**src/rtl/pipe_pkg.sv**
```systemverilog
// Shared pipeline constants, EX-stage field bundle and ID/EX sequencer state encoding.
package pipe_pkg;

    localparam logic [3:0] REG_NONE  = 4'b1111;
    localparam logic [1:0] MEM_NONE  = 2'b00;
    localparam logic [1:0] MEM_READ  = 2'b01;
    localparam logic [1:0] MEM_WRITE = 2'b10;

    typedef enum logic [1:0] {
        RUN    = 2'b00,
        BUBBLE = 2'b01,
        HOLD   = 2'b10
    } idex_state_e;

    typedef struct packed {
        logic [3:0]  r1;
        logic [3:0]  r2;
        logic [3:0]  wreg;
        logic [15:0] rdata1;
        logic [15:0] rdata2;
        logic [15:0] imm;
        logic [1:0]  mem_control;
        logic [3:0]  alu_op;
    } ex_fields_t;

    // A bubble names no registers and touches no memory, so it can never cause a hazard.
    localparam ex_fields_t EX_BUBBLE = '{
        r1:          REG_NONE,
        r2:          REG_NONE,
        wreg:        REG_NONE,
        rdata1:      16'h0000,
        rdata2:      16'h0000,
        imm:         16'h0000,
        mem_control: MEM_NONE,
        alu_op:      4'h0
    };

endpackage

```
**src/rtl/id_ex_stage_if.sv**
```systemverilog
// ID/EX pipeline boundary: decoded ID fields, kill/busy controls, EX fields and stall back to IF/ID.
interface id_ex_stage_if;

    logic [3:0]  id_R1;
    logic [3:0]  id_R2;
    logic [15:0] id_RData1;
    logic [15:0] id_RData2;
    logic [3:0]  id_WReg;
    logic [1:0]  id_MemControl;
    logic [3:0]  id_ALUOp;
    logic [15:0] id_Imm;
    logic        flush;
    logic        mem_busy;

    logic [3:0]  ex_R1;
    logic [3:0]  ex_R2;
    logic [3:0]  ex_WReg;
    logic [15:0] ex_RData1;
    logic [15:0] ex_RData2;
    logic [15:0] ex_Imm;
    logic [1:0]  ex_MemControl;
    logic [3:0]  ex_ALUOp;
    logic        stall_id;

    modport master (
        output id_R1, id_R2, id_RData1, id_RData2, id_WReg, id_MemControl, id_ALUOp, id_Imm,
               flush, mem_busy,
        input  ex_R1, ex_R2, ex_WReg, ex_RData1, ex_RData2, ex_Imm, ex_MemControl, ex_ALUOp,
               stall_id
    );

    modport slave (
        input  id_R1, id_R2, id_RData1, id_RData2, id_WReg, id_MemControl, id_ALUOp, id_Imm,
               flush, mem_busy,
        output ex_R1, ex_R2, ex_WReg, ex_RData1, ex_RData2, ex_Imm, ex_MemControl, ex_ALUOp,
               stall_id
    );

endinterface

```
**src/rtl/hazard_detect.sv**
```systemverilog
// Load-use compare: EX holds a load whose destination is a source of the ID instruction.
module hazard_detect
    import pipe_pkg::*;
(
    input  logic [1:0] ex_mem_control,
    input  logic [3:0] ex_wreg,
    input  logic [3:0] id_r1,
    input  logic [3:0] id_r2,
    output logic       load_use
);

    logic r1_hit;
    logic r2_hit;

    assign r1_hit   = (id_r1 != REG_NONE) && (id_r1 == ex_wreg);
    assign r2_hit   = (id_r2 != REG_NONE) && (id_r2 == ex_wreg);
    assign load_use = (ex_mem_control == MEM_READ) && (ex_wreg != REG_NONE) && (r1_hit || r2_hit);

endmodule

```
**src/rtl/id_ex_stage.sv**
```systemverilog
// ID/EX pipeline register with load-use bubble, MEM-busy hold and flush sequencing.
// Optional stall-cycle counter output enabled by defining IDEX_STALL_CNT_EN.
module id_ex_stage
    import pipe_pkg::*;
(
    input  logic            clk,
    input  logic            rst,
    id_ex_stage_if.slave    bus
`ifdef IDEX_STALL_CNT_EN
    ,
    output logic [15:0]     stall_cnt
`endif
);

    // state  | meaning
    // RUN    | normal flow, load-use checked each cycle
    // BUBBLE | bubble sits in EX; stalled ID instruction loads this cycle
    // HOLD   | MEM busy; EX frozen, ID stalled

    idex_state_e state_q, state_d;
    ex_fields_t  ex_q, ex_d, id_fields;
    logic        load_use;
    logic        stall_raw;

    assign id_fields = '{
        r1:          bus.id_R1,
        r2:          bus.id_R2,
        wreg:        bus.id_WReg,
        rdata1:      bus.id_RData1,
        rdata2:      bus.id_RData2,
        imm:         bus.id_Imm,
        mem_control: bus.id_MemControl,
        alu_op:      bus.id_ALUOp
    };

    hazard_detect u_hazard_detect (
        .ex_mem_control (ex_q.mem_control),
        .ex_wreg        (ex_q.wreg),
        .id_r1          (bus.id_R1),
        .id_r2          (bus.id_R2),
        .load_use       (load_use)
    );

    always_comb begin
        state_d   = state_q;
        ex_d      = ex_q;
        stall_raw = 1'b0;
        if (bus.flush) begin
            ex_d    = EX_BUBBLE;
            state_d = RUN;
        end else if (bus.mem_busy) begin
            stall_raw = 1'b1;
            state_d   = HOLD;
        end else begin
            unique case (state_q)
                // Leaving HOLD re-checks the hazard so a load frozen in EX still protects its consumer.
                RUN, HOLD: begin
                    if (load_use) begin
                        stall_raw = 1'b1;
                        ex_d      = EX_BUBBLE;
                        state_d   = BUBBLE;
                    end else begin
                        ex_d    = id_fields;
                        state_d = RUN;
                    end
                end
                BUBBLE: begin
                    ex_d    = id_fields;
                    state_d = RUN;
                end
                default: begin
                    ex_d    = EX_BUBBLE;
                    state_d = RUN;
                end
            endcase
        end
    end

    assign bus.stall_id = stall_raw & ~rst;

    always_ff @(posedge clk) begin
        if (rst) begin
            state_q <= RUN;
            ex_q    <= EX_BUBBLE;
        end else begin
            state_q <= state_d;
            ex_q    <= ex_d;
        end
    end

`ifdef IDEX_STALL_CNT_EN
    logic [15:0] stall_cnt_q;

    always_ff @(posedge clk) begin
        if (rst) begin
            stall_cnt_q <= 16'h0000;
        end else if (bus.stall_id && (stall_cnt_q != 16'hFFFF)) begin
            stall_cnt_q <= stall_cnt_q + 16'h0001;
        end
    end

    assign stall_cnt = stall_cnt_q;
`endif

    assign bus.ex_R1         = ex_q.r1;
    assign bus.ex_R2         = ex_q.r2;
    assign bus.ex_WReg       = ex_q.wreg;
    assign bus.ex_RData1     = ex_q.rdata1;
    assign bus.ex_RData2     = ex_q.rdata2;
    assign bus.ex_Imm        = ex_q.imm;
    assign bus.ex_MemControl = ex_q.mem_control;
    assign bus.ex_ALUOp      = ex_q.alu_op;

endmodule
```
**src/flat_wrapper.sv**
```systemverilog
// flat-port wrapper written by rule: the top's interface ports become plain ports
module id_ex_stage_flat import pipe_pkg::*;
  (clk, rst, bus_id_R1, bus_id_R2, bus_id_RData1, bus_id_RData2, bus_id_WReg, bus_id_MemControl, bus_id_ALUOp, bus_id_Imm, bus_flush, bus_mem_busy, bus_ex_R1, bus_ex_R2, bus_ex_WReg, bus_ex_RData1, bus_ex_RData2, bus_ex_Imm, bus_ex_MemControl, bus_ex_ALUOp, bus_stall_id);
  id_ex_stage_if bus_i ();
  input  logic clk;
  input  logic rst;
  input wire logic [$bits(bus_i.id_R1)-1:0] bus_id_R1;
  input wire logic [$bits(bus_i.id_R2)-1:0] bus_id_R2;
  input wire logic [$bits(bus_i.id_RData1)-1:0] bus_id_RData1;
  input wire logic [$bits(bus_i.id_RData2)-1:0] bus_id_RData2;
  input wire logic [$bits(bus_i.id_WReg)-1:0] bus_id_WReg;
  input wire logic [$bits(bus_i.id_MemControl)-1:0] bus_id_MemControl;
  input wire logic [$bits(bus_i.id_ALUOp)-1:0] bus_id_ALUOp;
  input wire logic [$bits(bus_i.id_Imm)-1:0] bus_id_Imm;
  input wire logic [$bits(bus_i.flush)-1:0] bus_flush;
  input wire logic [$bits(bus_i.mem_busy)-1:0] bus_mem_busy;
  output wire logic [$bits(bus_i.ex_R1)-1:0] bus_ex_R1;
  output wire logic [$bits(bus_i.ex_R2)-1:0] bus_ex_R2;
  output wire logic [$bits(bus_i.ex_WReg)-1:0] bus_ex_WReg;
  output wire logic [$bits(bus_i.ex_RData1)-1:0] bus_ex_RData1;
  output wire logic [$bits(bus_i.ex_RData2)-1:0] bus_ex_RData2;
  output wire logic [$bits(bus_i.ex_Imm)-1:0] bus_ex_Imm;
  output wire logic [$bits(bus_i.ex_MemControl)-1:0] bus_ex_MemControl;
  output wire logic [$bits(bus_i.ex_ALUOp)-1:0] bus_ex_ALUOp;
  output wire logic [$bits(bus_i.stall_id)-1:0] bus_stall_id;
  assign bus_i.id_R1 = bus_id_R1;
  assign bus_i.id_R2 = bus_id_R2;
  assign bus_i.id_RData1 = bus_id_RData1;
  assign bus_i.id_RData2 = bus_id_RData2;
  assign bus_i.id_WReg = bus_id_WReg;
  assign bus_i.id_MemControl = bus_id_MemControl;
  assign bus_i.id_ALUOp = bus_id_ALUOp;
  assign bus_i.id_Imm = bus_id_Imm;
  assign bus_i.flush = bus_flush;
  assign bus_i.mem_busy = bus_mem_busy;
  assign bus_ex_R1 = bus_i.ex_R1;
  assign bus_ex_R2 = bus_i.ex_R2;
  assign bus_ex_WReg = bus_i.ex_WReg;
  assign bus_ex_RData1 = bus_i.ex_RData1;
  assign bus_ex_RData2 = bus_i.ex_RData2;
  assign bus_ex_Imm = bus_i.ex_Imm;
  assign bus_ex_MemControl = bus_i.ex_MemControl;
  assign bus_ex_ALUOp = bus_i.ex_ALUOp;
  assign bus_stall_id = bus_i.stall_id;
  id_ex_stage u_core (.clk(clk), .rst(rst), .bus(bus_i));
endmodule
```
**config.mk**
```make
export PLATFORM = sky130hd
export DESIGN_NAME = id_ex_stage_flat
export DESIGN_NICKNAME = d
export VERILOG_FILES = /design/src/rtl/pipe_pkg.sv /design/src/rtl/id_ex_stage_if.sv /design/src/rtl/hazard_detect.sv /design/src/rtl/id_ex_stage.sv /design/src/flat_wrapper.sv
export SDC_FILE = /design/constraint.sdc
export NUM_CORES = 1
export LEC_CHECK = 0
export ABC_AREA = 1
export BUFFER_PORTS_ARGS = -buffer_cell sky130_fd_sc_hd__buf_2
export CORE_MARGIN = 5
export CORE_UTILIZATION = 46
export DETAILED_ROUTE_END_ITERATION = 6
export GPL_TIMING_DRIVEN = 0
export MAX_ROUTING_LAYER = met4
export PLACE_DENSITY = 0.79
export SLEW_MARGIN = 30
export SYNTH_ARGS = -nofsm -noshare
export SYNTH_HDL_FRONTEND = slang
export SYNTH_SLANG_ARGS = --single-unit
```
**constraint.sdc**
```tcl
create_clock -name clk -period 1.7 [get_ports clk]
set_input_delay 0.17 -clock clk [delete_from_list [all_inputs] [get_ports clk]]
set_output_delay 0.17 -clock clk [all_outputs]
set_load 0.05 [all_outputs]
```
* Word-level counts from Yosys, hierarchy flattened
Index checks and enable logic that the tools add are counted.
** Storage, ports and cells
- Register bits after elaboration :: 68
- Bits of input ports :: 70
- Output and inout bits :: 67
- Logic and storage cells :: 39
** Operators by class
- Eq/ne operators :: 8
- Multiplexer cells :: 9
- Bitwise gates (word level) :: 3
- Reductions and logical operators :: 9
** Operators by type and width (count)
- 66-bit case mux with 2 select lines :: 1
- 66-bit two-way mux :: 1
- 4-bit inequality test, second input constant :: 3
- 4-bit equality test :: 2
- 1-bit two-way mux :: 6
- 2-bit by 1-bit equality test with 1-bit output, second input constant :: 2
- 1-bit logical AND :: 4
- 2-bit OR reduction :: 2
- 4-bit OR reduction :: 1
- 2-bit equality test, second input constant :: 1
- 2-bit zero test :: 1
- 2-bit two-way mux :: 1
- 1-bit NOT :: 2
- 1-bit AND :: 1
- 1-bit logical OR :: 1

* Longest topological paths before layout
Gate-level depths: netlist of the first run.
- Word-level depth :: 9
- Depth in mapped cells :: 11

* Modules after synthesis
Synthesis of the first run repeated with hierarchy kept, for this count alone.
** Second synthesis, totals
- Cell total of the unflattened synthesis :: 367
- Area, all modules :: 2826.5 um2
** By module, submodules not included
- id_ex_stage :: instances 1, cells each 323, area an instance 2647.5 um2, seq. area each 1361.3 um2
- hazard_detect :: instances 1, cells each 44, area an instance 178.9 um2, seq. area each 0.0 um2

* Worst setup path after synthesis of the first run
Ideal clock, no wire load.
- Path kind :: register -> output
- Start :: register u_core.ex_q, in the netlist u_core.bus.ex_WReg[0]
- End :: output bus_stall_id
- Arrival time :: 2.167 ns
- Setup slack :: -0.637 ns
- Stages on the path, launching flop included :: 10
- Buffers on the path :: 1
- Cells stage by stage :: dfxtp_1 > inv_1 > nand2_1 > nand2_1 > nor2_1 > nand3_1 > nand2_2 > nand2_4 > buf_4 > a21oi_1
** On the way
- Cells in the longest elaborated chain, start to end :: 9
- Elaborated cells on any way between the ends :: 13
** RTL lines
- from (decl) :: line id_ex_stage.sv:21 : ex_fields_t ex_q, ex_d, id_fields;
- from (signal assigned) :: line id_ex_stage.sv:84 : ex_q <= EX_BUBBLE;
- from (signal assigned) :: line id_ex_stage.sv:87 : ex_q <= ex_d;
- 4-bit equality test, on equally long branches :: line hazard_detect.sv:15, hazard_detect.sv:16
- 1-bit logical AND, on equally long branches :: line hazard_detect.sv:15, hazard_detect.sv:16
- 1-bit logical OR :: line hazard_detect.sv:17 : assign load_use = (ex_mem_control == MEM_READ) && (ex_wreg != REG_NONE) && (r1_hit || r2_hit);
- 1-bit logical AND * :: line hazard_detect.sv:17
- 1-bit two-way mux * :: line id_ex_stage.sv:58 : if (load_use) begin
- 1-bit two-way mux * :: line id_ex_stage.sv:55 : unique case (state_q)
- 1-bit two-way mux * :: line id_ex_stage.sv:51 : end else if (bus.mem_busy) begin
- 1-bit two-way mux * :: line id_ex_stage.sv:48 : if (bus.flush) begin
- 1-bit AND * :: line id_ex_stage.sv:79 : assign bus.stall_id = stall_raw & ~rst;
- to (decl) :: line flat_wrapper.sv:25 : output wire logic [$bits(bus_i.stall_id)-1:0] bus_stall_id;
Mark *: on every way between the ends. The rest lies on a longest branch, timed or not.

* Worst setup path in the final report of the first run
Ends and elaborated chain as after synthesis.

==> results of run 1 <==
-- critical path: stages, from the launching register on --
cell	delay (ns)
dfxtp_4	0.38
inv_2	0.04
nand2_1	0.05
nand2_1	0.06
nor2_2	0.10
nand3_1	0.11
nand2_2	0.12
nand2_8	0.07
a21oi_4	0.12
buf_6	0.17
-- path summary, 6_finish.rpt --
kind / slack, ns / endpoint / from
hold / removal: 0.06 / u_core.bus.ex_RData1[13] / bus_id_RData1[13]
setup / recovery: -0.03 / bus_stall_id / u_core.bus.ex_WReg[0]
setup reg to reg: 0.04 / u_core.bus.ex_R1[0] / u_core.bus.ex_WReg[2]
hold reg to reg: 0.45 / u_core.bus.ex_Imm[1] / u_core.bus.ex_Imm[1]
-- power by group --
group          internal (mW)  leakage, nW  total [mW]  switching, mW
Sequential              1.64        0.554        1.67         0.0295
Clock                   1.01        0.122        1.65          0.633
Combinational          0.161         1.43       0.527          0.365
Total                   2.82         2.11        3.85           1.03
-- layout make-up --
| cell class | count | share of cell area [%] |
|---|---|---|
| clock inverter | 6 | 2.79 |
| multi-input combinational | 254 | 32.2 |
| buffer | 24 | 3.45 |
| inverter | 40 | 3.82 |
| tap | 77 | 2.41 |
| clock buffer | 10 | 3.45 |
| sequential | 68 | 34.4 |
| timing repair buffer | 137 | 17.5 |
-- layer usage --
metal	global-route usage [%]	part of all wire (%)	up-vias
li1	-	-	1546
met1	27.9	42	1396
met2	37.0	48	114
met3	4.11	7.4	17
met4	7.85	1.9	0
met5	-	0	-
-- cells in the final DEF, fill, tap and decap left out, drive strengths merged --
cell and count:
buf 152, nand2 121, dfxtp 68, nand4 41
inv 39, nand3 29, nor2 26, clkbuf 19
o21ai 13, a21oi 13, or2 7, bufinv 3
nor3 3, clkinv 3, o21a 1, clkinvlp 1
-- registers in the layout, summed over array words and instances, names as in the netlist --
| signal | cells |
|---|---|
| u_core.state_q | 2 |
| u_core.bus.ex_MemControl | 2 |
| u_core.bus.ex_Imm | 16 |
| u_core.bus.ex_WReg | 4 |
| u_core.bus.ex_ALUOp | 4 |
| u_core.bus.ex_RData1 | 16 |
| u_core.bus.ex_R1 | 4 |
| u_core.bus.ex_RData2 | 16 |
| u_core.bus.ex_R2 | 4 |
-- kinds of logic (layout without fill, tap and decap cells) --
group / after synthesis / count (layout) / synth area share (%)
and+or+nand+nor: 227 / 227 / 37.5
buffers and inverters: 65 / 217 / 10.2
AOI/OAI and AO/OA: 27 / 27 / 5.62
DFF: 68 / 68 / 46.7
-- repair_timing --
item	4_1_cts	5_1_grt
pin swaps	2	2
buffers inserted	2	0
resized for setup	6	6
setup endpoints to repair	1	51
-- stage by stage --
| step | power, mW | setup slack (ns) |
|---|---|---|
| floorplan | 2.05 | 0.00784 |
| global placement | 2.22 | 0.00955 |
| detailed placement | 2.23 | 0.00547 |
| CTS | 3.85 | -0.0461 |
| global route | 3.99 | -0.0976 |
| finish | 3.85 | -0.0297 |
==> impl_metrics.csv, run 1 <==
group,metric,value,unit
status,status,"finished, violations left",
status,violations,"negative setup slack",
routing,antenna_left,0,
placement,dp_hpwl,6250,um
yosys,yosys.area.top_type,"dfxtp_1",
placement,portBuffers,135,
routing,route.detailed.drc,0,
sta,fmax,578,MHz
critical_path,crit_type,"flop to primary output",
floorplan,fp.dieW,89.6,um
yosys,ys.flop_type,"dfxtp_1",
floorplan,rows,29,
final_layout,final_area,3990,um^2
routing,wire_per_inst,14.2,um
final_layout,nFillCells,587,
sta,drv_slew,0,
clock_tree,clockBufferDepth,2,
floorplan,die_area,8030,um^2
job,maxCapViolations,0,
power_and_ir_drop,p_per_area,963,nW/um^2
clock_tree,numClockSinks,68,
global_route,grt_pass1_vias,2972,
placement,gp_congestion,0.865,
yosys,synth-edff-count,0,
clock_tree,h-tree-depth,3,
yosys,ys_ff_latch,68,
min_path,min_path_cells,3,
final_layout,utilization,64.0,%
sta,fin_skew,0.00912,ns
final_layout,multi_input_area,1280,um^2
critical_path,startpoint_type,"flop",
yosys,synth_most_common_cell,"nand2_1",
placement,placed_area,3700,um^2
power_and_ir_drop,p_leak,2.11,nW
final_layout,seq_area,1380,um^2
final_layout,nets,604,
yosys,synth.distinct_cells,29,
sta,rsz0062_at_grt,"true",
clock_tree,clk_latency,0.34,ns
clock_tree,cts_made_buffers,9,
sta,maxSlewHeadroom,55.1,%
critical_path,cp-end-kind,"primary output",
yosys,ys_warn_count,0,
sta,tightest_slew,0.673,ns
clock_tree,ctsHoldBuffers,0,
routing,viasPerCell,4.99,
clock_tree,cts_root_buf,"clkbuf_8",
critical_path,crit_required,1.53,ns
critical_path,critPathArrivalTime,1.56,ns
routing,vias,3073,
yosys,synth_commonest_cells,"119 x nand2_1, 68 x dfxtp_1, 41 x nand4_1",
yosys,synthesis.nets,457,
sta,fin_setup_tns,-0.0297,ns
global_route,grt_pass1_wl,13700,um
critical_path,cp_max_fo,6,
min_path,hold_class,"input pin to flop",
sta,worst_slack,-0.0297,ns
floorplan,fp.dieH,89.6,um
final_layout,areaGrowthSynthToFinish,37.0,%
yosys,synth_cells,387,
floorplan,core_area,6240,um^2
yosys,ys_seq_area_share,46.7,%
yosys,synth_area,2920,um^2
global_route,grt_max_degree,17,
sta,hold_viol_final,0,
final_layout,fin_cells,616,
clock_tree,cts_tree,"done",
clock_tree,path_clk_slew,0.08,ns
global_route,track_usage,22.6,%
power_and_ir_drop,peakVddDrop,0.000561,V
yosys,async_flop_share,0,%
routing,finalWirelength,8730,um
floorplan,io_pins,137,
yosys,syn_area_per_cell,7.53,um^2
critical_path,reg2regPathDepth,11,
yosys,synthTopCellsByArea,"dfxtp_1 47%, nand2_1 15%, nand4_1 8.8%",
routing,drt_iter0_markers,126,
final_layout,antenna_cells,0,
sta,whs,0.0624,ns
yosys,synth_top_cell_area_share,46.7,%
final_layout,drive_gt1_share,37.8,%
routing,drt_first_pass_iters,4,
sta,finalCriticalPeriod,1.73,ns
global_route,antenna_found_initial,0,
sta,fin_crit_sh,102,%
sta,setup_viol,1,
global_route,gr-total-overflow,0,
placement,place_inst,599,
floorplan,initial_core_util,46.7,%
(Power assumes the default switching activity.)
==> run 2: changes to the inputs <==
--- a/config.mk
+++ b/config.mk
@@ -8,11 +8,12 @@
 export ABC_AREA = 1
 export BUFFER_PORTS_ARGS = -buffer_cell sky130_fd_sc_hd__buf_2
 export CORE_MARGIN = 5
-export CORE_UTILIZATION = 46
+export CORE_UTILIZATION = 48
+export CTS_BUF_LIST = sky130_fd_sc_hd__clkbuf_8
 export DETAILED_ROUTE_END_ITERATION = 6
 export GPL_TIMING_DRIVEN = 0
 export MAX_ROUTING_LAYER = met4
-export PLACE_DENSITY = 0.79
+export PLACE_DENSITY = 0.82
 export SLEW_MARGIN = 30
 export SYNTH_ARGS = -nofsm -noshare
 export SYNTH_HDL_FRONTEND = slang
==> run 2 against run 1 <==
- the run still ends with negative setup slack left
- sequential power barely moved
- global-route usage rose by 0.45 points
- die area fell by 3.7%
- cell area fell by 1.5%
- worst hold slack got worse by 0.0032 ns
- sequential share of layout area rose by 0.54 points
- via count fell by 0.33%
- register-to-register slack got worse by 0.04 ns
- clock-buffer cell count rose by 1
- non-clock buffer count fell by 1
- utilization rose by 2.4 points
- critical endpoint unchanged
- largest power group unchanged
- highest routed layer unchanged
==> impl_metrics.csv, run 2 (synthesis results as in run 1) <==
group,metric,value,unit
status,status,"finished, violations left",
status,violations,"negative setup slack",
routing,viasPerCell,5.00,
floorplan,core_area,5920,um^2
final_layout,mostFrequentLayoutCells,"141 x buf_2, 118 x nand2_1, 63 x dfxtp_1",
routing,drt_first_pass_iters,4,
final_layout,fin_cells,613,
floorplan,fp.dieH,87.9,um
critical_path,startpoint,"u_core.bus.ex_WReg[2]",
sta,maxSlewHeadroom,54.3,%
final_layout,areaGrowthSynthToFinish,34.8,%
placement,dpl_worst_slack,0.0303,ns
final_layout,seq_area,1380,um^2
clock_tree,path_clk_slew,0.07,ns
global_route,gr-total-overflow,0,
floorplan,rows,28,
global_route,antenna_found_initial,0,
routing,route.detailed.drc,0,
floorplan,initial_core_util,49.2,%
sta,tightest_slew,0.686,ns
clock_tree,ctsHoldBuffers,0,
sta,finalCriticalPeriod,1.76,ns
final_layout,drive_gt1_share,37.4,%
sta,worst_slack,-0.0615,ns
sta,fin_setup_tns,-0.0615,ns
global_route,grt_max_degree,17,
global_route,track_usage,23.1,%
sta,fin_crit_sh,104,%
routing,vias,3063,
sta,fmax,568,MHz
clock_tree,cts_made_buffers,9,
global_route,grt_pass1_vias,2913,
final_layout,antenna_cells,0,
clock_tree,clk_latency,0.34,ns
final_layout,nFillCells,514,
placement,gp_congestion,0.900,
final_layout,multi_input_area,1280,um^2
sta,setup_viol,1,
clock_tree,numClockSinks,68,
critical_path,critPathArrivalTime,1.59,ns
critical_path,reg2regPathDepth,11,
power_and_ir_drop,peakVddDrop,0.000598,V
power_and_ir_drop,p_per_area,903,nW/um^2
placement,place_inst,597,
floorplan,io_pins,137,
critical_path,crit_required,1.53,ns
placement,placed_area,3700,um^2
placement,portBuffers,135,
clock_tree,h-tree-depth,3,
sta,drv_slew,0,
final_layout,layout_commonest_cell,"buf_2",
global_route,grt_pass1_wl,13400,um
placement,dp_hpwl,6160,um
job,maxCapViolations,0,
routing,finalWirelength,8530,um
final_layout,nets,603,
critical_path,cp-endpoint,"bus_stall_id",
power_and_ir_drop,p_leak,2.09,nW
sta,fin_skew,0.00467,ns
final_layout,final_area,3930,um^2
clock_tree,clockBufferDepth,2,
critical_path,rr_startpoint,"u_core.bus.ex_WReg[2]",
critical_path,reg2reg_to,"u_core.bus.ex_R1[0]",
floorplan,die_area,7730,um^2
routing,drt_iter0_markers,167,
critical_path,cp_max_fo,7,
sta,rsz0062_at_grt,"true",
routing,wire_per_inst,13.9,um
clock_tree,cts_root_buf,"clkbuf_8",
critical_path,startpoint_type,"flop",
critical_path,rrSetupSlack,0,ns
clock_tree,cts_tree,"done",
min_path,hold_class,"input pin to flop",
critical_path,crit_type,"flop to primary output",
critical_path,cp-end-kind,"primary output",
floorplan,fp.dieW,87.9,um
routing,antenna_left,0,
sta,hold_viol_final,0,
==> run 2: worst min-delay path by stage <==
stage,from,slack [ns],end,cells after the start
after floorplan,bus_flush,0.29,u_core.bus.ex_R1[1],2
after CTS,bus_id_RData2[12],0.05,u_core.bus.ex_RData2[12],3
final,bus_id_Imm[7],0.06,u_core.bus.ex_Imm[7],3
after detailed placement,bus_id_Imm[4],0.41,u_core.bus.ex_Imm[4],3
after global placement,bus_id_ALUOp[2],0.40,u_core.bus.ex_ALUOp[2],3
after global routing,bus_id_RData2[12],0.06,u_core.bus.ex_RData2[12],3
==> run 2: power breakdown <==
group | internal, mW | switching [mW]
combinational | 0.160 | 0.362
sequential | 1.64 | 0.0302
clock | 0.747 | 0.610
==> run 2: cell type report <==
cell class,count,share of cell area [%]
Clock buffer,11,3.85
Clock inverter,5,1.30
Inverter,40,3.88
Sequential cell,68,35.0
Timing Repair Buffer,136,17.5
Tap cell,75,2.39
Multi-Input combinational cell,254,32.6
Buffer,24,3.50
==> run 2: worst max-delay path, stage by stage (launching register included) <==
cell and delay (ns):
dfxtp_4 0.39, inv_2 0.03, nand2_1 0.04, nand2_1 0.05
nor2_1 0.11, nand3_1 0.12, nand2_2 0.14, nand2_8 0.07
a21oi_4 0.12, buf_6 0.17
==> run 2: stage by stage <==
stage / hold WS [ns] / power [mW] / utilization (%)
after floorplan: 0.288 / 2.05 / -
after global routing: 0.0602 / 3.70 / 66.4
final: 0.0592 / 3.55 / 66.4
after CTS: 0.0522 / 3.57 / 66.3
after detailed placement: 0.409 / 2.23 / 62.5
after global placement: 0.402 / 2.22 / 62.5
==> run 2: timing repair <==
action / 4_1_cts / 5_1_grt
buffers inserted: 1 / 0
pin swaps: 2 / 1
gates resized for setup: 8 / 3
setup endpoints to repair: 1 / 53
==> run 2: layer usage <==
metal  track usage (%)  wire (um)  share of wire [%]  vias to the layer above
met4              11.4        174                2.0                        0
met1              27.3       3630                 43                     1392
li1                  -          -                  -                     1547
met2              37.1       4060                 48                      107
met3              4.70        670                7.9                       17
met5                 -          0                  0                        -
==> run 3: changes to the inputs <==
--- a/config.mk
+++ b/config.mk
@@ -7,13 +7,15 @@
 export LEC_CHECK = 0
 export ABC_AREA = 1
 export BUFFER_PORTS_ARGS = -buffer_cell sky130_fd_sc_hd__buf_2
+export CELL_PAD_IN_SITES_DETAIL_PLACEMENT = 0
+export CELL_PAD_IN_SITES_GLOBAL_PLACEMENT = 1
 export CORE_MARGIN = 5
-export CORE_UTILIZATION = 48
+export CORE_UTILIZATION = 33
 export CTS_BUF_LIST = sky130_fd_sc_hd__clkbuf_8
 export DETAILED_ROUTE_END_ITERATION = 6
 export GPL_TIMING_DRIVEN = 0
 export MAX_ROUTING_LAYER = met4
-export PLACE_DENSITY = 0.82
+export PLACE_DENSITY_LB_ADDON = 0.1
 export SLEW_MARGIN = 30
 export SYNTH_ARGS = -nofsm -noshare
 export SYNTH_HDL_FRONTEND = slang
==> run 3 against run 2 <==
- the flow still finishes with violations (negative setup slack)
- register-to-register slack improved by 0.07 ns
- sequential power about the same
- clock skew rose by 0.0055 ns
- sequential share of layout area decreased by 0.61 points
- largest cell class unchanged
==> impl_metrics.csv, run 3 (synthesis results as in run 1) <==
group,metric,value,unit
status,status,"finished, violations left",
status,violations,"negative setup slack",
final_layout,nets,605,
floorplan,fp.dieH,104,um
routing,route.met3.wl,468,um
power_and_ir_drop,p_leak,2.10,nW
clock_tree,h-tree-depth,3,
sta,fin_skew,0.0102,ns
floorplan,io_pins,137,
sta,setup_viol,1,
sta,rsz0062_at_grt,"true",
clock_tree,clockBufferDepth,2,
clock_tree,clk_latency,0.34,ns
placement,dp_hpwl,6650,um
routing,drt_iter0_markers,110,
global_route,grt_pass1_vias,2890,
global_route,antenna_found_initial,0,
power_and_ir_drop,power.total,3.66,mW
power_and_ir_drop,p_per_area,915,nW/um^2
global_route,grt_pass1_wl,14700,um
floorplan,rows,34,
sta,fin_setup_tns,-0.00312,ns
power_and_ir_drop,combPwrFrac,14.2,%
clock_tree,numClockSinks,68,
global_route,gr-total-overflow,0,
sta,hold_viol_final,0,
power_and_ir_drop,peakVddDrop,0.000437,V
final_layout,drive_gt1_share,37.4,%
sta,drv_slew,0,
final_layout,final_area,4000,um^2
critical_path,cp-end-kind,"primary output",
placement,place_inst,630,
placement,gp_congestion,0.791,
min_path,min_path_cells,3,
clock_tree,cts_root_buf,"clkbuf_8",
floorplan,die_area,10800,um^2
clock_tree,cts_made_buffers,9,
routing,met2WireLength,4090,um
final_layout,areaGrowthSynthToFinish,37.3,%
critical_path,startpoint_type,"flop",
sta,worst_slack,-0.00312,ns
min_path,hold_class,"input pin to flop",
power_and_ir_drop,seqPwrFrac,45.6,%
critical_path,crit_type,"flop to primary output",
routing,drt_first_pass_iters,4,
final_layout,fin_cells,648,
clock_tree,cts_tree,"done",
power_and_ir_drop,p_switching,1.04,mW
floorplan,fp.dieW,104,um
clock_tree,ctsHoldBuffers,0,
placement,portBuffers,135,
critical_path,reg2regPathDepth,11,
sta,finalCriticalPeriod,1.70,ns
placement,placed_area,3740,um^2
routing,vias,2985,
final_layout,antenna_cells,0,
sta,tightest_slew,0.731,ns
power_and_ir_drop,cellInternalPower,2.62,mW
critical_path,critPathArrivalTime,1.53,ns
power_and_ir_drop,swShare,28.3,%
routing,route.detailed.drc,0,
routing,finalWirelength,9010,um
critical_path,crit_required,1.53,ns
sta,whs,0.0555,ns
critical_path,cp_max_fo,6,
global_route,grt_max_degree,17,
floorplan,core_area,8680,um^2
routing,wl_met1,4340,um
power_and_ir_drop,power.share.clock,40.2,%
job,maxCapViolations,0,
final_layout,layout_commonest_cell,"buf_2",
sta,fmax,587,MHz
routing,dr.max_layer_used,"met4",
sta,fin_crit_sh,100,%
routing,antenna_left,0,
routing,viasPerCell,4.61,
clock_tree,path_clk_slew,0.08,ns
floorplan,initial_core_util,33.6,%
routing,wire_per_inst,13.9,um
sta,maxSlewHeadroom,51.3,%
global_route,track_usage,17.0,%
final_layout,mostFrequentLayoutCells,"141 x buf_2, 118 x nand2_1, 63 x dfxtp_1",
-- run 3: metal layers --
layer	track usage, %	vias to the layer above
met5	-	-
li1	-	1550
met3	3.79	10
met1	22.8	1339
met2	25.1	86
met4	5.83	0
-- run 3: repair_timing --
item	CTS	global route
buffers inserted	3	0
setup endpoints to repair	1	54
pin swaps	3	0
resized for setup	6	4
-- run 3: final timing paths --
kind / startpoint / end / slack (ns)
max: u_core.bus.ex_WReg[2] / bus_stall_id / -0.003
min: bus_id_RData2[13] / u_core.bus.ex_RData2[13] / 0.06
max reg2reg: u_core.bus.ex_WReg[1] / u_core.bus.ex_R1[0] / 0.07
min reg2reg: u_core.bus.ex_RData1[12] / u_core.bus.ex_RData1[12] / 0.45
-- run 3: stage by stage --
stage	utilization, %	setup slack [ns]
floorplan	-	0.00784
global placement	43.1	-0.00333
detailed placement	43.1	0.00290
CTS	46.1	-0.0289
global route	46.1	-0.132
finish	46.1	-0.00312
-- run 3: power by group through the flow --
stage                     clock network, mW  registers, mW  logic [mW]
after floorplan                           0           1.89       0.163
after global placement                    0           1.71       0.517
after detailed placement                  0           1.71       0.519
after CTS                              1.52           1.67       0.525
after global routing                   1.60           1.68       0.564
final                                  1.47           1.67       0.519
-- run 3: area by class of cell --
| type | count | area, um^2 |
|---|---|---|
| clock inverter | 7 | 92.6 |
| multi-input combinational | 254 | 1280 |
| tap | 108 | 135 |
| inverter | 40 | 153 |
| buffer | 24 | 138 |
| sequential | 68 | 1380 |
| timing repair buffer | 138 | 704 |
| fill | 943 | 4680 |
| clock buffer | 9 | 124 |
-- run 3: critical path, cell delays in order, from the launching register on --
cell and delay [ns]:
dfxtp_4 0.38, inv_1 0.04, nand2_1 0.05, nand2_1 0.06, nor2_1 0.09, nand3_1 0.08
nand2_2 0.12, nand2_8 0.07, a21oi_4 0.13, buf_6 0.18
